File: config.mk
export PLATFORM = sky130hd
export DESIGN_NAME = input_devices
export DESIGN_NICKNAME = d
export VERILOG_FILES = /design/src/rtl/input_devices_pkg.sv /design/src/rtl/input_devices_sync_chain.sv /design/src/rtl/input_devices.sv
export SDC_FILE = /design/constraint.sdc
export NUM_CORES = 1
export LEC_CHECK = 0
export BUFFER_PORTS_ARGS = -buffer_cell sky130_fd_sc_hd__buf_2
export CAP_MARGIN = 20
export CELL_PAD_IN_SITES_DETAIL_PLACEMENT = 0
export CELL_PAD_IN_SITES_GLOBAL_PLACEMENT = 1
export CORE_ASPECT_RATIO = 0.6
export CORE_MARGIN = 3
export CORE_UTILIZATION = 48
export DETAILED_ROUTE_END_ITERATION = 6
export GPL_TIMING_DRIVEN = 0
export PLACE_DENSITY = 0.95
export SLEW_MARGIN = 20
export SYNTH_ARGS = -nofsm -noshare
export SYNTH_HDL_FRONTEND = slang
export SYNTH_SLANG_ARGS = --single-unit
export TNS_END_PERCENT = 10
File: constraint.sdc
create_clock -name clk -period 3.5 [get_ports clk]
set_input_delay 0.175 -clock clk [delete_from_list [all_inputs] [get_ports clk]]
set_output_delay 0.175 -clock clk [all_outputs]
set_load 0.01 [all_outputs]
File: src/rtl/input_devices_pkg.sv
// Shared constants and helpers for the sequential input device block:
// the read address map, STATUS bit layout and a STATUS word builder.
package input_devices_pkg;

  localparam int NUM_DEV = 2;
  localparam int DATA_W  = 32;
  localparam int ADDR_W  = 16;

  localparam logic [ADDR_W-1:0] ADDR_DEV0   = 16'd0;
  localparam logic [ADDR_W-1:0] ADDR_DEV1   = 16'd1;
  localparam logic [ADDR_W-1:0] ADDR_STATUS = 16'd2;

  localparam int ST_PEND0 = 0;
  localparam int ST_PEND1 = 1;
  localparam int ST_OVR0  = 2;
  localparam int ST_OVR1  = 3;

  // Per-device flag state, one bit per device in each field.
  typedef struct packed {
    logic [NUM_DEV-1:0] ovr;
    logic [NUM_DEV-1:0] pend;
  } flags_t;

  // Pack the flag state into the 32-bit STATUS read word.
  function automatic logic [DATA_W-1:0] status_word(input flags_t f);
    logic [DATA_W-1:0] w;
    w           = '0;
    w[ST_PEND0] = f.pend[0];
    w[ST_PEND1] = f.pend[1];
    w[ST_OVR0]  = f.ovr[0];
    w[ST_OVR1]  = f.ovr[1];
    return w;
  endfunction

endpackage

File: src/rtl/input_devices_sync_chain.sv
// Multi-flop synchronizer for one external input bus. The last stage
// is the value the rest of the block treats as the device's sampled data.
module sync_chain #(
  parameter int WIDTH  = 32,
  parameter int STAGES = 2
) (
  input  logic             clk,
  input  logic             reset,
  input  logic [WIDTH-1:0] d,
  output logic [WIDTH-1:0] q
);

  logic [WIDTH-1:0] stage_q [STAGES];
  logic [WIDTH-1:0] stage_d [STAGES];

  // Shift: stage 0 takes the raw bus, each later stage takes its predecessor.
  always_comb begin
    stage_d[0] = d;
    for (int i = 1; i < STAGES; i++) begin
      stage_d[i] = stage_q[i-1];
    end
  end

  // Synchronous clear of every stage, otherwise advance the chain.
  always_ff @(posedge clk) begin
    if (reset) begin
      for (int i = 0; i < STAGES; i++) begin
        stage_q[i] <= '0;
      end
    end else begin
      for (int i = 0; i < STAGES; i++) begin
        stage_q[i] <= stage_d[i];
      end
    end
  end

  assign q = stage_q[STAGES-1];

endmodule

File: src/rtl/input_devices.sv
// Read side of the emulator's sequential I/O: two synchronized input
// buses with new-data (pend) and overrun (ovr) flags, served on the same
// 16-bit address map the output path uses for writes.
//
// Read protocol: is_read is a single-cycle strobe with no back-pressure.
// Whenever is_read is high at a rising edge the request is accepted and
// value carries the result right after that edge; consecutive strobes are
// consecutive reads. With is_read low, value holds and no flag is touched.
module input_devices
  import input_devices_pkg::*;
#(
  parameter int SYNC_STAGES = 2
) (
  input  logic              clk,
  input  logic              reset,
  input  logic [DATA_W-1:0] device0_values,
  input  logic [DATA_W-1:0] device1_values,
  input  logic [ADDR_W-1:0] address,
  input  logic              is_read,
  output logic [DATA_W-1:0] value
);

  // Warm-up spans the cycles in which the synchronizers refill from 0.
  localparam int                WARM_W    = $clog2(SYNC_STAGES + 2);
  localparam logic [WARM_W-1:0] WARM_LOAD = WARM_W'(SYNC_STAGES + 1);

  logic [DATA_W-1:0]  sync   [NUM_DEV];
  logic [DATA_W-1:0]  prev_q [NUM_DEV];
  logic [DATA_W-1:0]  prev_d [NUM_DEV];
  flags_t             flags_q, flags_d;
  logic [WARM_W-1:0]  warm_q, warm_d;
  logic [DATA_W-1:0]  value_q, value_d;

  logic               warm_busy;
  logic [NUM_DEV-1:0] change;
  logic [NUM_DEV-1:0] rd_dev;
  logic               rd_status;
  logic [DATA_W-1:0]  rd_data;

  sync_chain #(.WIDTH(DATA_W), .STAGES(SYNC_STAGES)) u_sync0 (
    .clk   (clk),
    .reset (reset),
    .d     (device0_values),
    .q     (sync[0])
  );

  sync_chain #(.WIDTH(DATA_W), .STAGES(SYNC_STAGES)) u_sync1 (
    .clk   (clk),
    .reset (reset),
    .d     (device1_values),
    .q     (sync[1])
  );

  // Next-state logic: warm-up countdown, change detect, flags, read mux.
  always_comb begin
    warm_busy = (warm_q != '0);
    warm_d    = warm_busy ? (warm_q - WARM_W'(1)) : warm_q;

    rd_dev[0] = is_read && (address == ADDR_DEV0);
    rd_dev[1] = is_read && (address == ADDR_DEV1);
    rd_status = is_read && (address == ADDR_STATUS);

    flags_d = flags_q;
    for (int i = 0; i < NUM_DEV; i++) begin
      prev_d[i] = sync[i];
      change[i] = !warm_busy && (sync[i] != prev_q[i]);

      // New data beats a same-cycle read of that device.
      if (change[i]) begin
        flags_d.pend[i] = 1'b1;
      end else if (rd_dev[i]) begin
        flags_d.pend[i] = 1'b0;
      end

      // A change only overruns if the pending data is not being read now;
      // a fresh overrun beats a same-cycle STATUS clear.
      if (change[i] && flags_q.pend[i] && !rd_dev[i]) begin
        flags_d.ovr[i] = 1'b1;
      end else if (rd_status) begin
        flags_d.ovr[i] = 1'b0;
      end
    end

    case (address)
      ADDR_DEV0:   rd_data = sync[0];
      ADDR_DEV1:   rd_data = sync[1];
      ADDR_STATUS: rd_data = status_word(flags_q);
      default:     rd_data = '0;
    endcase

    value_d = is_read ? rd_data : value_q;
  end

  // State registers with synchronous active-high reset.
  always_ff @(posedge clk) begin
    if (reset) begin
      for (int i = 0; i < NUM_DEV; i++) begin
        prev_q[i] <= '0;
      end
      flags_q <= '0;
      warm_q  <= WARM_LOAD;
      value_q <= '0;
    end else begin
      for (int i = 0; i < NUM_DEV; i++) begin
        prev_q[i] <= prev_d[i];
      end
      flags_q <= flags_d;
      warm_q  <= warm_d;
      value_q <= value_d;
    end
  end

  assign value = value_q;

endmodule

Yosys cells after proc, flatten, opt, wreduce, memory -nomap -nowiden --
Memory sizes are Yosys's and may differ from the RTL's. Index checks and enable logic that the tools add are counted.
Cells by class: add/sub/neg operators 1, equal/unequal tests 4, mux-type cells 17, bitwise operators 6, reductions and logical operators 18
Operators with widths (number):
- $mux 32 | 6
- $pmux 32 s3 | 1
- $ne 32x32->1 | 2
- $eq 16x1->1 const B | 1
- $eq 16x2->1 const B | 1
- $logic_not 16->1 | 1
- $mux 1 | 10
- $reduce_bool 2->1 | 5
- $logic_and 1x1->1 | 9
- $or 1x1->1 | 6
- $logic_not 1->1 | 3
- $sub 2x1->2 const B | 1
Word-level totals: register bits after elaboration 38, bits in writable memories 192, bits of input ports 83, output and inout port bits 32, logic and storage cells 55, memories 3
Memory list:
- prev_q | depth 2, width 32, read ports 2, clocked after Yosys merged registers in 0, wr ports 2, RTL line input_devices.sv:28 | logic [DATA_W-1:0] prev_q [NUM_DEV];
- u_sync0.stage_q | depth 2, width 32, read ports 2, clocked after Yosys merged registers in 0, wr ports 2, RTL line input_devices_sync_chain.sv:13 | logic [WIDTH-1:0] stage_q [STAGES];
- u_sync1.stage_q | depth 2, width 32, read ports 2, clocked after Yosys merged registers in 0, wr ports 2, RTL line input_devices_sync_chain.sv:13

Logic depth before layout (Yosys ltp) --
Gate-level depths: netlist of the first run.
word-level depth 6, mapped depth 7, gate-level depth less buffers 5

Hierarchy --
Synthesis of the first run repeated with hierarchy kept, for this count alone.
Second synthesis, totals: cells, all modules 706, area, all modules 8130.3 µm²
By module, submodules not included:
- input_devices | instances 1, cells each 436, area each 4294.1 µm², seq. area each 2042.0 µm²
- sync_chain | instances 2, cells each 135, area each 1918.1 µm², seq. area each 1281.2 µm²

Least setup slack after synthesis of the first run --
No wires, ideal clock.
kind register -> register, from mem u_sync1.stage_q[1][31] (netlist: u_sync1.stage_q[0][63]), to reg flags_q[3] (netlist name), setup time 0.119 ns, data arrival time 1.260 ns, required time 3.381 ns, path slack 2.121 ns, stages on the path, launching flop included 6, buffers on the path 0, cell sequence dfxtp_1 -> xor2_1 -> nor4_1 -> nand4_1 -> o21ai_0 -> a2bb2o_2
RTL lines:
- start: declaration | RTL line input_devices_sync_chain.sv:13
- end signal: assignment | RTL line input_devices.sv:107 | flags_q <= flags_d;
- end: declaration | RTL line input_devices.sv:30 | flags_t flags_q, flags_d;

==> results of run 1 <==
metrics by stage:
stage	total power (W)	util, %	instance area (sq um)	instances	hold WS [ns]
after CTS	0.005400	63.66	10010	1110	0.09523
after floorplan	0.003005	-	7884	696	0.3032
after global routing	0.005543	63.66	10010	1110	0.1588
after global placement	0.003128	55.36	8703	1012	0.3871
after detailed placement	0.003136	55.36	8703	1012	0.3867
final	0.005359	63.66	10010	1110	0.1098
flip-flops by register name (all words and copies together) (netlist names):
signal / count
warm_q: 2
value: 32
u_sync0.stage_q: 64
prev_q: 64
flags_q: 4
u_sync1.stage_q: 64
how the worst max path moves through the flow:
stage / start / endpoint / slack, ns
5_1_grt: u_sync1.stage_q[0][63] / flags_q[3] / 1.56
6_report: u_sync0.stage_q[0][57] / flags_q[2] / 1.65
2_1_floorplan: u_sync1.stage_q[0][63] / flags_q[3] / 2.12
4_1_cts: u_sync1.stage_q[0][57] / flags_q[3] / 1.68
3_3_place_gp: reset / u_sync0.stage_q[0][21] / 1.66
3_5_place_dp: reset / u_sync0.stage_q[0][2] / 1.65
power by group through the flow:
stage | registers [W] | logic [W] | clock network [W]
final | 0.00277 | 0.000364 | 0.00222
after floorplan | 0.00280 | 0.000200 | 0
after detailed placement | 0.00283 | 0.000309 | 0
after global placement | 0.00282 | 0.000303 | 0
after global routing | 0.00278 | 0.000407 | 0.00236
after CTS | 0.00277 | 0.000365 | 0.00227
per-layer routing:
layer  share of wire [%]  GRT usage, %  vias to the layer above
li1                    -             -                     2617
met1                  52         31.59                     2355
met2                  39         27.92                      138
met3                 7.0         4.160                       25
met4                 1.9         4.478                        0
met5                   0             0                        -
logic make-up (layout without fill, tap and decap cells):
group,count (synthesis),in the layout,synth area share (%)
AOI/OAI and AO/OA,46,46,4.396
xor gates and xnor gates,65,65,7.221
adders and majority gates,1,1,0.1587
buffers and inverters,38,249,2.381
DFF,230,230,58.40
muxes,33,33,4.634
and+or+nand+nor,283,283,22.81
critical path, cell delays in order (launching register included):
cell and delay [ns]:
sky130_fd_sc_hd__dfxtp_1 0.33, sky130_fd_sc_hd__xor2_1 0.20, sky130_fd_sc_hd__nor4_1 0.41, sky130_fd_sc_hd__nand4_1 0.16
sky130_fd_sc_hd__o21ai_1 0.33, sky130_fd_sc_hd__a2bb2o_1 0.32
final cells by class:
class,count,area [sq um]
repair buffers,177,1206
fillers,1272,5713
plain buffers,35,176.4
clock inverters,6,62.56
inverters,3,11.26
well taps,203,254.0
multi-input cells,428,3092
flip-flops and latches,230,4604
clock buffers,28,601.8
cell usage after synthesis (4+ instances only):
cell type                    n  area share (%)
sky130_fd_sc_hd__dfxtp_1   230              58
sky130_fd_sc_hd__o21ai_0     7            0.44
sky130_fd_sc_hd__nor2b_1   202              16
sky130_fd_sc_hd__and2b_1    20             1.9
sky130_fd_sc_hd__a22o_1      4            0.44
sky130_fd_sc_hd__mux2i_1     5            0.63
sky130_fd_sc_hd__a21oi_1     9            0.57
sky130_fd_sc_hd__nor2_2     21             1.7
sky130_fd_sc_hd__nor2_1      9            0.43
sky130_fd_sc_hd__nor4_1     16             1.3
sky130_fd_sc_hd__a21oi_2    20             2.2
sky130_fd_sc_hd__xor2_1     65             7.2
sky130_fd_sc_hd__nand4_1     4            0.32
sky130_fd_sc_hd__clkbuf_1   28             1.3
sky130_fd_sc_hd__buf_2       4            0.25
sky130_fd_sc_hd__mux2_2     28             4.0
sky130_fd_sc_hd__nand2_1     4            0.19
timing repair:
item,4_1_cts,5_1_grt
hold buffers,64,0
endpoints found under the hold margin,64,0
endpoints found under the setup margin,0,0
==> qor.txt, run 1 <==
FINAL LAYOUT
--------------------------------------------------------------------------------------
Most frequent cells in the layout                                         230 x sky130_fd_sc_hd__dfxtp_1, 202 x sky130_fd_sc_hd__nor2b_1, 117 x sky130_fd_sc_hd__buf_2
Layout cells sized above 1                                                      25.25%
Number of antenna repair diodes                                                      0
Area growth from synthesis to final layout                                      26.95%
Post-layout net count                                                              980
Most common cell after layout, fill and taps aside                        sky130_fd_sc_hd__dfxtp_1

DIE
--------------------------------------------------------------------------------------
Die span in y                                                             105.3 microns
Core Area                                                                 15,720 sq um
Initial Utilization                                                             50.15%
Die X                                                                     171.5 microns
Number of top-level design ports                                                   115
Number of core rows                                                                 35
Die Area                                                                  18,050 sq um

SYNTHESIS
--------------------------------------------------------------------------------------
Async set or reset register ratio after synthesis                                   0%
Gate count of the mapped netlist                                                   696
Syn Nets                                                                           780
Fraction of the yosys area taken by sequential cells                            58.40%
Total of warnings raised by yosys                                                    0
Total of flip-flops plus latches after synthesis                                   230
Number of flops mapped to enable cells by yosys                                      0
Synth Cell Area                                                             7884 sq um
Synth Flop Type                                                           sky130_fd_sc_hd__dfxtp_1
Post-synthesis cell type count                                                      33
Avg Synthesized Cell Area                                                  11.33 sq um

CLOCK NETWORK
--------------------------------------------------------------------------------------
Worst-case clock buffer depth                                                        3
Total CTS buffers                                                                   21
Number of sinks driven by the clock tree                                           230
CTS H-tree lvls                                                                      1
Postcts setup bufs                                                                   0
Clock slew at the register clock pins of the worst setup and hold paths        0.06 ns
Clock Latency Late Sink                                                        0.50 ns
CTS tree                                                                          done
Clock root buffer master                                                  sky130_fd_sc_hd__clkbuf_16
Number of cells upsized or downsized after cts                                       0

WORST SETUP PATH
--------------------------------------------------------------------------------------
Worst reg2reg path endpoint                                                 flags_q[2]
Worst Path Class, Setup                                                   flip-flop to flip-flop
Register-to-Register Path Depth                                                      5
Crit start category                                                          flip-flop
CP endpoint kind                                                             flip-flop
Worst EP required                                                              3.89 ns
Startpoint of the lowest-slack register-to-register path                  u_sync0.stage_q[0][57]
Crit-path max FO                                                                     3
Register-to-register setup slack                                               1.65 ns
Data arrival at the endpoint of the critical path                              2.23 ns

STA
--------------------------------------------------------------------------------------
Final critical-path share of the clock period                                   52.77%
Slew at the pin closest to its max-slew limit                                0.8348 ns
Minimum setup slack in the final design                                       1.653 ns
Crit path time final                                                          1.847 ns
Final setup violation count                                                          0
Final total negative setup slack                                                  0 ns
Max frequency                                                               0.5415 GHz
Max_slew headroom                                                               44.35%
Final Hold Viols                                                                     0
Clock skew after layout                                                     0.01325 ns
Final max-slew violation count                                                       0
RSZ-0062 raised after global routing                                                no

WORST HOLD PATH
--------------------------------------------------------------------------------------
Critical hold path startpoint                                               address[1]
Class of the tightest hold or removal check                               input pin to flip-flop
Hold depth                                                                           3
Endpoint, Worst Hold                                                        flags_q[0]

PLACEMENT
--------------------------------------------------------------------------------------
Weighted congestion reported at the end of routability-driven placement         0.8221
DP HPWL                                                                   12,540 microns
Quantity of I/O buffers inserted on ports                                          113
Setup slack at placement                                                      1.649 ns

POWER
--------------------------------------------------------------------------------------
Share of total power in sequential cells                                         51.7%
Comb pwr share                                                                    6.8%
Switching share of power                                                        21.80%
Part of the power in the clock network                                           41.5%
Internal power summed over all cells                                        0.004191 W
Leakage component of the power                                                4.547 nW
Peak ir drop on the vdd network                                              0.3504 mV
Switching Power                                                             0.001168 W
PD cells                                                                  535.5 nW/um^2

ROUTING
--------------------------------------------------------------------------------------
Number of DRC violations after detailed-routing iteration 0                        307
Post-Route WL                                                             17,690 microns
Number of nets with antenna violations after routing                                 0
1st-pass router iterations                                                           4
Total number of vias                                                             5,135
Drc violations                                                                       0
Final routed wire length divided by cell count                            15.94 microns
Number of vias per cell                                                          4.626

FLOW RUN
--------------------------------------------------------------------------------------
Maxcap violations                                                                    0

GLOBAL ROUTE
--------------------------------------------------------------------------------------
First-pass GRT wire length                                                28,190 microns
Maximum number of pins on one net before global-route repair                        16
Vias in the first global route                                                   5,242
Global routing usage summed across all routing layers                           20.04%
Initial antenna violation count                                                      0
Gr ovfl total                                                                        0

RUN STATUS
--------------------------------------------------------------------------------------
Run status                                                                   completed

(Power assumes the default switching activity.)
==> inputs of run 2 (changes only) <==
--- a/config.mk
+++ b/config.mk
@@ -5,16 +5,17 @@
 export SDC_FILE = /design/constraint.sdc
 export NUM_CORES = 1
 export LEC_CHECK = 0
+export ABC_AREA = 1
 export BUFFER_PORTS_ARGS = -buffer_cell sky130_fd_sc_hd__buf_2
 export CAP_MARGIN = 20
 export CELL_PAD_IN_SITES_DETAIL_PLACEMENT = 0
 export CELL_PAD_IN_SITES_GLOBAL_PLACEMENT = 1
 export CORE_ASPECT_RATIO = 0.6
 export CORE_MARGIN = 3
-export CORE_UTILIZATION = 48
+export CORE_UTILIZATION = 38
 export DETAILED_ROUTE_END_ITERATION = 6
 export GPL_TIMING_DRIVEN = 0
-export PLACE_DENSITY = 0.95
+export PLACE_DENSITY = 0.87
 export SLEW_MARGIN = 20
 export SYNTH_ARGS = -nofsm -noshare
 export SYNTH_HDL_FRONTEND = slang
==> constraint.sdc (replaced) <==
create_clock -name clk -period 1.56 [get_ports clk]
set_input_delay 0.078 -clock clk [delete_from_list [all_inputs] [get_ports clk]]
set_output_delay 0.078 -clock clk [all_outputs]
set_load 0.01 [all_outputs]
==> run 2 against run 1 <==
  * Critical path depth grew 3
  * Register-to-register slack got worse by 1.5 ns
  * Fmax increased by 36%
  * Non-clock buffer count is 4 higher
  * Count of clock-buffer cells in the layout decreased by 1
  * Routed wire length up 2.5%
  * Sequential power up 120%
  * Power increased by 130%
  * Clock power is 140% higher
  * Combinational power is 130% higher
  * Critical path type unchanged
  * Largest cell class unchanged
==> qor.txt, run 2 <==
GLOBAL ROUTE
--------------------------------------------------------------------------------------
Initial antenna violation count                                                      0   unchanged
Maximum number of pins on one net before global-route repair                        17   +1
Met2 global-route usage                                                         24.58%   -3.3 points
Global routing usage summed across all routing layers                           15.79%   -4.3 points
Met1 usage in global routing                                                    22.79%   -8.8 points
Met3 track utilization from global routing                                      3.053%   -1.1 points
GRT busiest layer                                                                 met2
Gr ovfl total                                                                        0   unchanged
First-pass GRT wire length                                                29,900 microns   +6.0%
Vias in the first global route                                                   6,089   +16%

STA
--------------------------------------------------------------------------------------
RSZ-0062 raised after global routing                                                no
Final critical-path share of the clock period                                   87.29%   +35 points
Final total negative setup slack                                                  0 ns   unchanged
Minimum setup slack in the final design                                      0.1982 ns   -1.455 ns
Max_slew headroom                                                               46.08%   +1.7 points
Final Hold Viols                                                                     0   unchanged
Clock skew after layout                                                     0.01386 ns   +0.0006153 ns
Final setup violation count                                                          0   unchanged
Crit path time final                                                          1.362 ns   -0.4851 ns
Max frequency                                                               0.7343 GHz   +36%
Final max-slew violation count                                                       0   unchanged
Slew at the pin closest to its max-slew limit                                0.8088 ns   -0.02603 ns

SYNTHESIS
--------------------------------------------------------------------------------------
Xor and xnor fraction of the mapped netlist area                                4.972%   -2.2 points
Gate count of the mapped netlist                                                 1,022   +47%
Avg Synthesized Cell Area                                                  7.928 sq um   -30%
Synth area leader                                                         sky130_fd_sc_hd__dfxtp_1
Top cell type's share of synthesized area                                       56.83%   -1.6 points
Most frequent cell after synthesis                                        sky130_fd_sc_hd__dfxtp_1
Synthesized-area fraction occupied by adder cells                              0.1544%   -0.0043 points
Async set or reset register ratio after synthesis                                   0%   unchanged
Dominant combinational cell family by area after synthesis                simple AND/OR/NAND/NOR gates
Synth Flop Type                                                           sky130_fd_sc_hd__dfxtp_1
Share of cell area taken by muxes after synthesis                                   0%   -4.6 points
Top area cells in the synthesized netlist                                 sky130_fd_sc_hd__dfxtp_1 57%, sky130_fd_sc_hd__nor2_1 10%, sky130_fd_sc_hd__inv_1 10%, sky130_fd_sc_hd__nand2_1 8.1%, sky130_fd_sc_hd__xnor2_1 5.0%
Total of warnings raised by yosys                                                    0   unchanged
Simple logic cell fraction of the synthesized area                              19.44%   -3.4 points
Number of flops mapped to enable cells by yosys                                      0   unchanged
Syn Nets                                                                         1,106   +42%
Post-synthesis cell type count                                                      20   -39%
Synth Cell Area                                                             8103 sq um   +2.8%
Complex-gate fraction of the synthesized area                                   6.238%   +1.8 points
Fraction of the yosys area taken by sequential cells                            56.83%   -1.6 points
Most frequent cells after synthesis                                       230 x sky130_fd_sc_hd__dfxtp_1, 222 x sky130_fd_sc_hd__nor2_1, 221 x sky130_fd_sc_hd__inv_1
Total of flip-flops plus latches after synthesis                                   230   unchanged

FINAL LAYOUT
--------------------------------------------------------------------------------------
Area used by multi-input combinational logic                                2499 sq um   -19%
Layout cells sized above 1                                                      14.94%   -10 points
Non-Filler Cell Area, Final                                               10,390 sq um   +3.8%
Most frequent cells in the layout                                         230 x sky130_fd_sc_hd__dfxtp_1, 221 x sky130_fd_sc_hd__inv_1, 221 x sky130_fd_sc_hd__nor2_1
Fill cell instance count of the final layout                                     1,990   +56%
Util after Layout                                                               50.74%   -13 points
Most common cell after layout, fill and taps aside                        sky130_fd_sc_hd__dfxtp_1
Number of antenna repair diodes                                                      0   unchanged
Area growth from synthesis to final layout                                      28.18%
Largest regs                                                              prev_q x64, u_sync0.stage_q x64, u_sync1.stage_q x64
Area used by sequential logic in the layout                                 4604 sq um   unchanged
Post-layout net count                                                            1,306   +33%

ROUTING
--------------------------------------------------------------------------------------
Total number of vias                                                             6,247   +22%
Number of nets with antenna violations after routing                                 0   unchanged
Final routed wire length divided by cell count                            12.01 microns   -25%
Drc violations                                                                       0   unchanged
Number of vias per cell                                                          4.134   -11%
1st-pass router iterations                                                           5   +1
Number of DRC violations after detailed-routing iteration 0                        278   -9.4%
Post-Route WL                                                             18,140 microns   +2.5%

WORST SETUP PATH
--------------------------------------------------------------------------------------
CP endpoint kind                                                             flip-flop
Worst Path Class, Setup                                                   flip-flop to flip-flop
Crit-path max FO                                                                     3   unchanged
Worst EP required                                                              1.93 ns   -1.96 ns
Data arrival at the endpoint of the critical path                              1.74 ns   -0.49 ns
Crit start category                                                          flip-flop

PLACEMENT
--------------------------------------------------------------------------------------
DP HPWL                                                                   12,930 microns   +3.1%
Quantity of I/O buffers inserted on ports                                          112   -0.88%
Setup slack at placement                                                    -0.1650 ns   -1.814 ns
Weighted congestion reported at the end of routability-driven placement         0.8249   +0.34%
Placed cell areas                                                           9005 sq um   +3.5%

POWER
--------------------------------------------------------------------------------------
PD cells                                                                  1191 nW/um^2   +120%
Internal power summed over all cells                                        0.009499 W   +130%
Peak ir drop on the vdd network                                              0.8157 mV   +130%
Part of the power in the clock network                                           43.3%   +1.8 points
Switching Power                                                             0.002870 W   +150%
Switching share of power                                                        23.20%   +1.4 points
Comb pwr share                                                                    6.7%   about the same
Share of total power in sequential cells                                         50.0%   -1.7 points
Leakage component of the power                                                4.735 nW   +4.1%

CLOCK NETWORK
--------------------------------------------------------------------------------------
Total CTS buffers                                                                   22   +4.8%
Number of sinks driven by the clock tree                                           230   unchanged
Worst-case clock buffer depth                                                        3   unchanged
Postcts setup bufs                                                                   0   unchanged
CTS H-tree lvls                                                                      1   unchanged
CTS tree                                                                          done
Clock root buffer master                                                  sky130_fd_sc_hd__clkbuf_16
Clock Latency Late Sink                                                        0.51 ns   about the same
Clock slew at the register clock pins of the worst setup and hold paths        0.07 ns   about the same

RUN STATUS
--------------------------------------------------------------------------------------
Run status                                                                   completed

DIE
--------------------------------------------------------------------------------------
Die span in y                                                             119.1 microns   +13%
Core Area                                                                 20,470 sq um   +30%
Initial Utilization                                                             39.58%   -11 points
Die Area                                                                  23,170 sq um   +28%
Number of core rows                                                                 40   +14%
Number of top-level design ports                                                   115   unchanged
Die X                                                                     194.5 microns   +13%

FLOW RUN
--------------------------------------------------------------------------------------
Maxcap violations                                                                    0   unchanged

WORST HOLD PATH
--------------------------------------------------------------------------------------
Class of the tightest hold or removal check                               input pin to flip-flop

run 2: cell count changes after synthesis, sizes merged, moves of 11 or more:
cell	previous run	this run
inv	3	221
nor2b	202	0
nor2	30	224
nand2	4	177
xor2	65	0
xnor2	0	46
mux2	28	0
o22ai	0	28
and2b	20	0
nor4	18	0
nand3	0	11
run 2: path summary, 6_finish.rpt:
check                                            start                endpoint  slack (ns)  cells after the start
worst max-delay path            u_sync1.stage_q[0][34]              flags_q[3]        0.20                      8
worst min-delay path                           is_read                value[3]        0.05                      3
worst max register to register  u_sync1.stage_q[0][34]              flags_q[3]        0.20                      8
worst min register to register  u_sync0.stage_q[0][21]  u_sync0.stage_q[0][53]        0.40                      2
run 2: cell type report:
cell class	count	area share, %
plain buffers	40	1.662
clock buffers	27	5.963
clock inverters	13	1.144
inverters	221	7.987
multi-input cells	531	24.06
flip-flops and latches	230	44.33
well taps	273	3.289
repair buffers	176	11.56
run 2: per-stage QoR:
| stage | hold WS (ns) | power (W) | instances |
|---|---|---|---|
| 2_1_floorplan | 0.1850 | 0.006757 | 1022 |
| 4_1_cts | 0.02917 | 0.01249 | 1511 |
| 3_3_place_gp | 0.2821 | 0.007018 | 1407 |
| 5_1_grt | 0.08790 | 0.01288 | 1511 |
| 3_5_place_dp | 0.2857 | 0.007032 | 1407 |
| 6_report | 0.04522 | 0.01237 | 1511 |
run 2: power by group through the flow:
stage               Sequential, W  Combinational (W)  Clock (W)
finish                    0.00618           0.000834    0.00535
global route              0.00620           0.000963    0.00571
CTS                       0.00618           0.000842    0.00546
detailed placement        0.00632           0.000716          0
global placement          0.00631           0.000708          0
floorplan                 0.00629           0.000466          0
run 2: logic make-up (layout without fill, tap and decap cells):
logic type      after synthesis  count (layout)
compound gates               72              72
simple gates                412             412
flops                       230             230
fa+ha+maj                     1               1
xor+xnor                     46              46
buf+inv                     261             477
run 2: what timing repair did:
action,4_1_cts,5_1_grt
resized for setup,0,1
setup endpoints to repair,0,1
hold buffers,64,0
endpoints found under the hold margin,64,0
run 2: worst max-delay path: stages, from the launching register on:
cell and delay (ns):
sky130_fd_sc_hd__dfxtp_1 0.39, sky130_fd_sc_hd__xnor2_1 0.13, sky130_fd_sc_hd__nand2_1 0.06, sky130_fd_sc_hd__nor2_1 0.09, sky130_fd_sc_hd__nand2_1 0.09, sky130_fd_sc_hd__nor2_1 0.20, sky130_fd_sc_hd__nand2_1 0.11, sky130_fd_sc_hd__nand3_1 0.08
sky130_fd_sc_hd__a21oi_1 0.06
run 2: metal layers:
layer / vias to the layer above / part of all wire [%]
li1: 3356 / -
met2: 112 / 41
met1: 2752 / 52
met4: 0 / 1.7
met3: 27 / 5.8
met5: - / 0
